$ cat config.mk
export PLATFORM = sky130hd
export DESIGN_NAME = ql_bus_master
export DESIGN_NICKNAME = d
export VERILOG_FILES = /design/src/rtl/ql_bus_master.sv
export SDC_FILE = /design/constraint.sdc
export NUM_CORES = 1
export LEC_CHECK = 0
export BUFFER_PORTS_ARGS = -buffer_cell sky130_fd_sc_hd__buf_2
export CAP_MARGIN = 10
export CORE_MARGIN = 8
export CORE_UTILIZATION = 48
export DETAILED_ROUTE_END_ITERATION = 10
export PLACE_DENSITY = 0.82
export SYNTH_ARGS = -nofsm -noshare
export SYNTH_HDL_FRONTEND = slang
export SYNTH_SLANG_ARGS = --single-unit
$ cat constraint.sdc
create_clock -name clk -period 2.8 [get_ports clk]
set_clock_uncertainty 0.15 [all_clocks]
set_input_delay 0 -clock clk [delete_from_list [all_inputs] [get_ports clk]]
set_output_delay 0 -clock clk [all_outputs]
set_load 0.01 [all_outputs]
$ cat src/rtl/ql_bus_master.sv
// ql_bus_master: 68008-style byte bus-cycle initiator for the QL expansion bus.
// A one-shot req is turned into an ASL/DSL/RDWL sequence that waits for a
// DTACKL assertion, then for its negation, before reporting done.
// Optional build macro QL_BUS_TIMEOUT_EN adds an abort counter on both
// DTACKL waits; without it err is tied low and the waits are unbounded.
module ql_bus_master #(
  parameter int ADDR_W  = 20,
  parameter int TIMEOUT = 64
) (
  input  logic              clk,
  input  logic              rst,
  input  logic              req,
  input  logic              we,
  input  logic [ADDR_W-1:0] addr,
  input  logic [7:0]        wdata,
  output logic              busy,
  output logic              done,
  output logic [7:0]        rdata,
  output logic              err,
  output logic [ADDR_W-1:0] a,
  output logic [7:0]        d_out,
  output logic              d_oe,
  input  logic [7:0]        d_in,
  output logic              asl,
  output logic              dsl,
  output logic              rdwl,
  input  logic              dtackl
);

  typedef enum logic [2:0] {
    IDLE, ADDR, ASSERT, DSW, WAIT, NEGATE, RELEASE
  } state_t;

  state_t state, state_nxt;
  logic   we_r;
  logic   dtack_s1, dtack_s2;
  logic   tout_wait, tout_rel;

  assign busy = (state != IDLE);

`ifdef QL_BUS_TIMEOUT_EN
  localparam int CNT_W = ($clog2(TIMEOUT + 1) > 8) ? $clog2(TIMEOUT + 1) : 8;
  logic [CNT_W-1:0] cnt;

  assign tout_wait = (state == WAIT)    && (cnt == CNT_W'(TIMEOUT - 1));
  assign tout_rel  = (state == RELEASE) && (cnt == CNT_W'(TIMEOUT - 1));

  // Wait-time counter: restarts on entry to each DTACKL wait state.
  always_ff @(posedge clk) begin
    if (rst) begin
      cnt <= '0;
    end else if ((state_nxt != state) &&
                 ((state_nxt == WAIT) || (state_nxt == RELEASE))) begin
      cnt <= '0;
    end else if ((state == WAIT) || (state == RELEASE)) begin
      cnt <= cnt + 1'b1;
    end
  end

  // Error flag: cleared when a new cycle starts, set by either timeout.
  always_ff @(posedge clk) begin
    if (rst) begin
      err <= 1'b0;
    end else if ((state == IDLE) && req) begin
      err <= 1'b0;
    end else if ((tout_wait && dtack_s2) || (tout_rel && !dtack_s2)) begin
      err <= 1'b1;
    end
  end
`else
  assign tout_wait = 1'b0;
  assign tout_rel  = 1'b0;
  assign err       = 1'b0;
`endif

  // State register, DTACKL synchronizer and completion pulse.
  always_ff @(posedge clk) begin
    if (rst) begin
      state    <= IDLE;
      dtack_s1 <= 1'b1;
      dtack_s2 <= 1'b1;
      done     <= 1'b0;
      we_r     <= 1'b0;
    end else begin
      state    <= state_nxt;
      dtack_s1 <= dtackl;
      dtack_s2 <= dtack_s1;
      done     <= (state == RELEASE) && (state_nxt == IDLE);
      if ((state == IDLE) && req) begin
        we_r <= we;
      end
    end
  end

  // Request latches and read-data capture on the DTACKL-seen edge.
  always_ff @(posedge clk) begin
    if (rst) begin
      a     <= '0;
      d_out <= '0;
      rdata <= '0;
    end else begin
      if ((state == IDLE) && req) begin
        a     <= addr;
        d_out <= wdata;
      end
      if ((state == WAIT) && !dtack_s2 && !we_r) begin
        rdata <= d_in;
      end
    end
  end

  // Next-state and strobe decode; strobes idle negated.
  always_comb begin
    state_nxt = state;
    asl       = 1'b1;
    dsl       = 1'b1;
    rdwl      = 1'b1;
    d_oe      = 1'b0;
    case (state)
      IDLE: begin
        if (req) state_nxt = ADDR;
      end
      ADDR: begin
        rdwl      = !we_r;
        d_oe      = we_r;
        state_nxt = ASSERT;
      end
      ASSERT: begin
        asl  = 1'b0;
        rdwl = !we_r;
        d_oe = we_r;
        if (we_r) begin
          state_nxt = DSW;
        end else begin
          dsl       = 1'b0;
          state_nxt = WAIT;
        end
      end
      DSW: begin
        asl       = 1'b0;
        dsl       = 1'b0;
        rdwl      = 1'b0;
        d_oe      = 1'b1;
        state_nxt = WAIT;
      end
      WAIT: begin
        asl  = 1'b0;
        dsl  = 1'b0;
        rdwl = !we_r;
        d_oe = we_r;
        if (!dtack_s2 || tout_wait) state_nxt = NEGATE;
      end
      NEGATE: begin
        rdwl      = !we_r;
        d_oe      = we_r;
        state_nxt = RELEASE;
      end
      RELEASE: begin
        if (dtack_s2 || tout_rel) state_nxt = IDLE;
      end
      default: state_nxt = IDLE;
    endcase
  end

endmodule

# After elaboration in Yosys (flattened, before gate mapping)
# Cells that the tools add are included.
[totals]
in_bits = 41
register_bits = 43
output_inout_bits = 43
elab_cells = 36
[op_classes]
reduce_logical = 12
eq_ne = 6
n_mux = 10
[op_table]
columns = ["cell", "count"]
rows = [
  ["$pmux 3 s7", 1],
  ["$mux 3", 4],
  ["$eq 3x3->1 const B", 3],
  ["$eq 3x2->1 const B", 2],
  ["$logic_not 3->1", 2],
  ["$pmux 1 s2", 3],
  ["$logic_and 1x1->1", 4],
  ["$reduce_or 4->1", 1],
  ["$eq 3x1->1 const B", 1],
  ["$reduce_bool 3->1", 1],
  ["$reduce_or 3->1", 1],
  ["$logic_not 1->1", 2],
  ["$mux 1", 2],
  ["$reduce_or 2->1", 1],
]

# Logic depth before layout (Yosys ltp)
# Gate-level depths: netlist of the first run.
[logic_depth]
depth_word = 4
depth_mapped = 5
mapped_depth_nobuf = 3

# Worst setup path after synthesis of the first run
# OpenSTA, ideal clock, no wires.
[synth_path]
path_type = "flip-flop to flip-flop"
from = "reg state[1]"
to = "reg we_r"
stages_incl_launch_ff = 6
arrival_time_ns = 1.242
t_required_ns = 2.518
slack_ns = 1.276
path_buffers = 2
cell_sequence = "dfxtp_1 > or4b_1 > buf_2 > buf_6 > nand2_1 > a21oi_1"
[synth_between]
elab_chain_len = 2
[synth_rtl]
columns = ["element", "line_no", "rtl"]
rows = [
  ["from (decl)", "34", "state_t state, state_nxt;"],
  ["from (signal assigned)", "85", "state <= state_nxt;"],
  ["$logic_not 3->1", "89", "if ((state == IDLE) && req) begin"],
  ["$logic_and 1x1->1", "89", ""],
  ["to (signal assigned)", "90", "we_r <= we;"],
  ["to (decl)", "35", "logic we_r;"],
]
# Every way passes these cells.
# A chain may end at the register's enable or synchronous reset.

# Worst setup path after layout of the first run
[layout_path]
from = "reg state[0]"
to = "reg d_out[7]"
[layout_between]
elab_chain_len = 2
[layout_rtl]
columns = ["element", "line_no", "rtl"]
rows = [
  ["$logic_not 3->1", "102", "if ((state == IDLE) && req) begin"],
  ["$logic_and 1x1->1", "102", ""],
  ["to (signal assigned)", "104", "d_out <= wdata;"],
  ["to (decl)", "21", "output logic [7:0] d_out,"],
]
# Every way passes these cells.

==> results of run 1 <==
==> synth_stat cells, drive strengths merged <==
library cell | instances | area, um^2
a211o | 1 | 8.760
a21oi | 32 | 160.2
a22oi | 2 | 15.01
buf | 7 | 45.03
clkbuf | 8 | 30.03
conb | 1 | 3.750
dfxtp | 43 | 860.8
inv | 3 | 11.26
mux2i | 9 | 90.09
nand2 | 59 | 221.5
nand2b | 19 | 118.9
nand3 | 1 | 5.000
nor2 | 2 | 7.510
nor2b | 1 | 6.260
nor3 | 3 | 15.01
nor4 | 1 | 21.27
nor4b | 1 | 8.760
o2111ai | 1 | 8.760
o21ai | 1 | 5.000
o22a | 1 | 8.760
or2 | 2 | 12.51
or4b | 1 | 10.01
==> cell families (layout without fill, tap and decap cells) <==
logic type	count (synthesis)	in the layout	share of synthesized area, %
compound gates	38	38	12.33
buf+inv	18	133	5.156
flops	43	43	51.42
mux	9	9	5.381
other cells	1	2	0.2240
simple gates	90	90	25.49
==> report_power, final <==
| group | internal [mW] | switching (mW) |
|---|---|---|
| clock | 0.148 | 0.180 |
| combinational | 0.119 | 0.120 |
| sequential | 0.648 | 0.0278 |
==> state kept, by name, indices dropped and copies added (netlist names) <==
name and flops:
d_out 8, state 3, done 1, we_r 1
rdata 8, a 20, dtack_s2 1, dtack_s1 1
==> area by class of cell <==
class / instances / area share [%]
Clock buffer: 8 / 2.707
Antenna cell: 1 / 0.09843
Timing Repair Buffer: 122 / 31.79
Sequential cell: 43 / 33.86
Multi-Input combinational cell: 138 / 28.84
Inverter: 3 / 0.4429
Tap cell: 46 / 2.264
==> metal layers <==
| metal | routed length [um] | up-vias | track usage, % |
|---|---|---|---|
| li1 | - | 874 | - |
| met1 | 2013 | 791 | 19.58 |
| met2 | 2532 | 71 | 30.90 |
| met3 | 471 | 4 | 6.658 |
| met4 | 31 | 0 | 5.870 |
| met5 | 0 | - | 0 |
==> worst max-delay path by stage <==
stage / startpoint / to / slack (ps) / cells after the start
final: state[0] / d_out[7] / 710 / 3
after global routing: state[1] / a[13] / 570 / 3
after CTS: state[0] / a[14] / 730 / 3
after detailed placement: state[0] / a[15] / 750 / 3
after global placement: state[0] / d_out[3] / 780 / 3
after floorplan: state[1] / we_r / 1280 / 5
==> worst max-delay path: cells and delay by family (launching register included) <==
kind             cells  cell delay, ps
AND/OR/NAND/NOR      2            1230
flip-flops           1             460
AO/OA/AOI/OAI        1             100
==> what timing repair did <==
item	in CTS	in global routing
hold buffers	39	0
setup buffers	0	0
endpoints found under the hold margin	39	0
==> impl_metrics.csv, run 1 <==
group,metric,value,unit
outcome,outcome,"complete, no violations",
grt,grt_pass1_vias,1707,
pwr,leakage,1.152,nW
worst_hold_path,holdPathEnd,"state[2]",
sta,rsz0062_at_grt,"false",
run,cap_violations,0,
place,post-place-ws,753.5,ps
cells_and_area,syn_to_final_growth,51.87,%
sta,report.final.setup_viol,0,
drt,drcViolationCount,0,
yosys,syn_nets,240,
clock_network,htree_levels,2,
critical_path,cp.required,2840,ps
sta,whs,83.04,ps
yosys,synth-seq-area-share,51.42,%
sta,relSlewSlack,37.07,%
critical_path,r2r_end,"d_out[7]",
critical_path,worstSetupStartpointType,"register",
place,place_area,0.002081,mm^2
cells_and_area,drive_gt1_share,29.94,%
clock_network,clockBufferDepth,2,
yosys,synth_cells,199,
cells_and_area,seqCellArea,860.8,um^2
die,core_area,0.003337,mm^2
die,fp.dieH,75.06,um
place,dp.cells,313,
yosys,synth.distinct_cells,25,
drt,routed_wl,5049,um
sta,period_minus_slack,2086,ps
sta,worstMarginPinSlew,943.9,ps
critical_path,path_cells,"or4b_1 -> nand2_1 -> a21oi_1",
sta,fmax,479.3,MHz
grt,grt_pass1_wl,7817,um
sta,slew_violations,0,
clock_network,clk_pin_slew,120,ps
drt,wl_per_cell,13.99,um
critical_path,worstSetupEndpointType,"register",
clock_network,clkSinkCount,43,
drt,vias,1740,
die,ios,84,
yosys,syn-cell-area,0.001674,mm^2
sta,period_share,74.51,%
cells_and_area,final_common_cell,"buf_2",
die,start_util,50.17,%
worst_hold_path,hold_depth,2,
yosys,synth-seq-cells,43,
place,dp_hpwl,2991,um
die,dieWidth,75.06,um
critical_path,max_stage_delay,1000,ps
clock_network,cts_tree,"yes",
sta,fin_ws,713.6,ps
drt,ant_nets,0,
pwr,powerDensity,488.7,mW/mm^2
drt,initialDrtViolationCount,89,
die,rows,21,
cells_and_area,fin_util,76.19,%
clock_network,cts-root-buf,"clkbuf_4",
cells_and_area,design_area,0.002542,mm^2
clock_network,cts_buffers,5,
critical_path,reg2reg_slack,710,ps
cells_and_area,nets,354,
place,gp_congestion,0.7051,
critical_path,cp.arrival,2120,ps
drt,drtPass1Iterations,4,
worst_hold_path,hp-class,"in -> reg",
critical_path,r2r_start,"state[0]",
grt,grt_max_degree,52,
grt,antenna_found_initial,0,
critical_path,crit_type,"reg -> reg",
pwr,vdd_drop_max,0.4292,mV
cells_and_area,multi_input_area,733.2,um^2
clock_network,cts_resized,0,
cells_and_area,layout.cells.non_filler,361,
yosys,yosysWarnings,0,
drt,viasPerCell,4.820,
sta,hold_viol,0,
critical_path,r2r.worst_path.cells,3,
place,io_buffers,82,
grt,grt_usage,17.88,%
grt,grt-ovfl-total,0,
critical_path,cp_max_fo,29,
critical_path,slowest_stage,"or4b_1",
worst_hold_path,hold_start,"rst",
cells_and_area,final_cell_mix,"buf_2 (82), nand2_1 (59), dfxtp_1 (43)",
clock_network,clock_latency,330,ps
yosys,avgSynthCellArea,8.413,um^2
die,die_area,0.005633,mm^2
sta,setup_tns,0,ps
pwr,finalPower,1.243,mW
cells_and_area,num-fill-cells,260,
Note: power is estimated with default switching activity, not from simulation.
==> run 2, diff against run 1 <==
- CORE_UTILIZATION: 48 -> 45
- PLACE_DENSITY: 0.82 -> 0.78
- clock period: 2.8 -> 2.11 ns (I/O delays scaled with it)
==> impl_metrics.csv, run 2 (synthesis gave the netlist of run 1 again) <==
group,metric,value,unit
die,fp.dieH,77.00,um
cells_and_area,drive_gt1_share,31.23,%
die,ios,84,
clock_network,htree_levels,2,
drt,initialDrtViolationCount,64,
drt,ant_nets,0,
clock_network,clk_pin_slew,70,ps
drt,drcViolationCount,0,
clock_network,clkSinkCount,43,
cells_and_area,regMostFlops,"a",
grt,grt_pass1_wl,7997,um
cells_and_area,antenna_cells,0,
grt,grt_max_degree,52,
drt,vias,1702,
pwr,vdd_drop_max,0.5395,mV
sta,relSlewSlack,48.25,%
sta,fmax,596.9,MHz
die,rows,22,
sta,period_share,79.39,%
drt,drtPass1Iterations,4,
cells_and_area,final_cell_mix,"buf_2 (82), nand2_1 (59), dfxtp_1 (43)",
die,dieWidth,77.00,um
place,place_area,0.002113,mm^2
die,die_area,0.005928,mm^2
grt,grt-ovfl-total,0,
clock_network,post-cts-setup-buffers,0,
clock_network,cts_buffers,5,
critical_path,crit_type,"reg -> reg",
cells_and_area,syn_to_final_growth,55.98,%
pwr,powerDensity,711.7,mW/mm^2
sta,rsz0062_at_grt,"false",
cells_and_area,nets,357,
place,dp_hpwl,2932,um
worst_hold_path,hp-class,"in -> reg",
critical_path,cp_max_fo,29,
sta,report.final.setup_viol,0,
grt,antenna_found_initial,0,
drt,viasPerCell,4.663,
critical_path,cp.required,2090,ps
sta,period_minus_slack,1675,ps
die,start_util,46.43,%
die,core_area,0.003606,mm^2
place,gp_congestion,0.7349,
clock_network,cts_tree,"yes",
critical_path,worstSetupStartpointType,"register",
sta,worstMarginPinSlew,776.3,ps
cells_and_area,largest_reg_flops,20,
sta,hold_viol,0,
run,cap_violations,0,
grt,grt_pass1_vias,1703,
critical_path,max_stage_delay,530,ps
cells_and_area,design_area,0.002611,mm^2
clock_network,clock_latency,280,ps
grt,grt_usage,16.08,%
critical_path,worstSetupEndpointType,"register",
pwr,finalPower,1.858,mW
sta,slew_violations,0,
drt,routed_wl,4863,um
clock_network,cts-root-buf,"clkbuf_8",
critical_path,slowest_stage,"or4b_1",
cells_and_area,fin_util,72.41,%
critical_path,cp.arrival,1660,ps
cells_and_area,reg_top3,"a x20, d_out x8, rdata x8",
drt,wl_per_cell,13.32,um
sta,whs,44.55,ps
critical_path,path_cells,"or4b_1 -> buf_4 -> nand2_1 -> a21oi_1",
outcome,outcome,"complete, no violations",
clock_network,clockBufferDepth,2,
place,io_buffers,82,
pwr,leakage,1.191,nW
sta,setup_tns,0,ps
cells_and_area,final_common_cell,"buf_2",
run 2: changes by cell type in the layout (fill, tap and decap cells not counted), sizes merged:
cell         change
diode            -1
bufinv           +1
dlygate4sd3      -1
clkinv           +1
buf              +4
clkbuf           -2
run 2: per-stage QoR:
step                      worst slack [ps]  instances
after floorplan                      585.6        199
after global placement               479.9        319
after detailed placement             449.0        319
after CTS                            445.9        365
after global routing                 344.7        365
final                                434.8        365
run 2: area by class of cell:
type	instances	area, um^2
tap	48	60.06
timing repair buffer	125	828.3
fill	294	994.7
sequential	43	860.8
inverter	3	11.26
clock inverter	2	35.03
clock buffer	6	82.58
multi-input combinational	138	733.2
run 2: path summary, 6_finish.rpt:
path,startpoint,to,slack (ps),cells after the start
setup / recovery,state[2],d_out[1],430,4
hold / removal,req,state[0],40,4
setup reg to reg,state[2],d_out[1],430,4
hold reg to reg,dtack_s1,dtack_s2,270,1
run 2: routing by layer:
metal	GRT usage [%]	up-vias	part of all wire [%]	routed length, um
met5	0	-	0	0
met4	6.792	0	1.4	67
met3	4.662	5	6.5	315
met2	29.57	56	52	2538
met1	16.51	764	40	1942
li1	-	877	-	-
run 2: critical path, delay by kind of cell, from the launching register on:
family	cells	cell delay, ps
AO/OA/AOI/OAI	1	70
buffers and inverters	1	240
flip-flops	1	430
AND/OR/NAND/NOR	2	630
run 2: where the power goes:
part / switching, mW / internal, mW / leakage [nW]
sequential: 0.0322 / 0.859 / 0.352
clock: 0.261 / 0.383 / 0.0612
combinational: 0.161 / 0.163 / 0.778
total: 0.454 / 1.40 / 1.19
run 2: timing repair:
item	CTS	global route
resized for setup	0	0
hold buffers	38	0
hold endpoints to repair	38	0
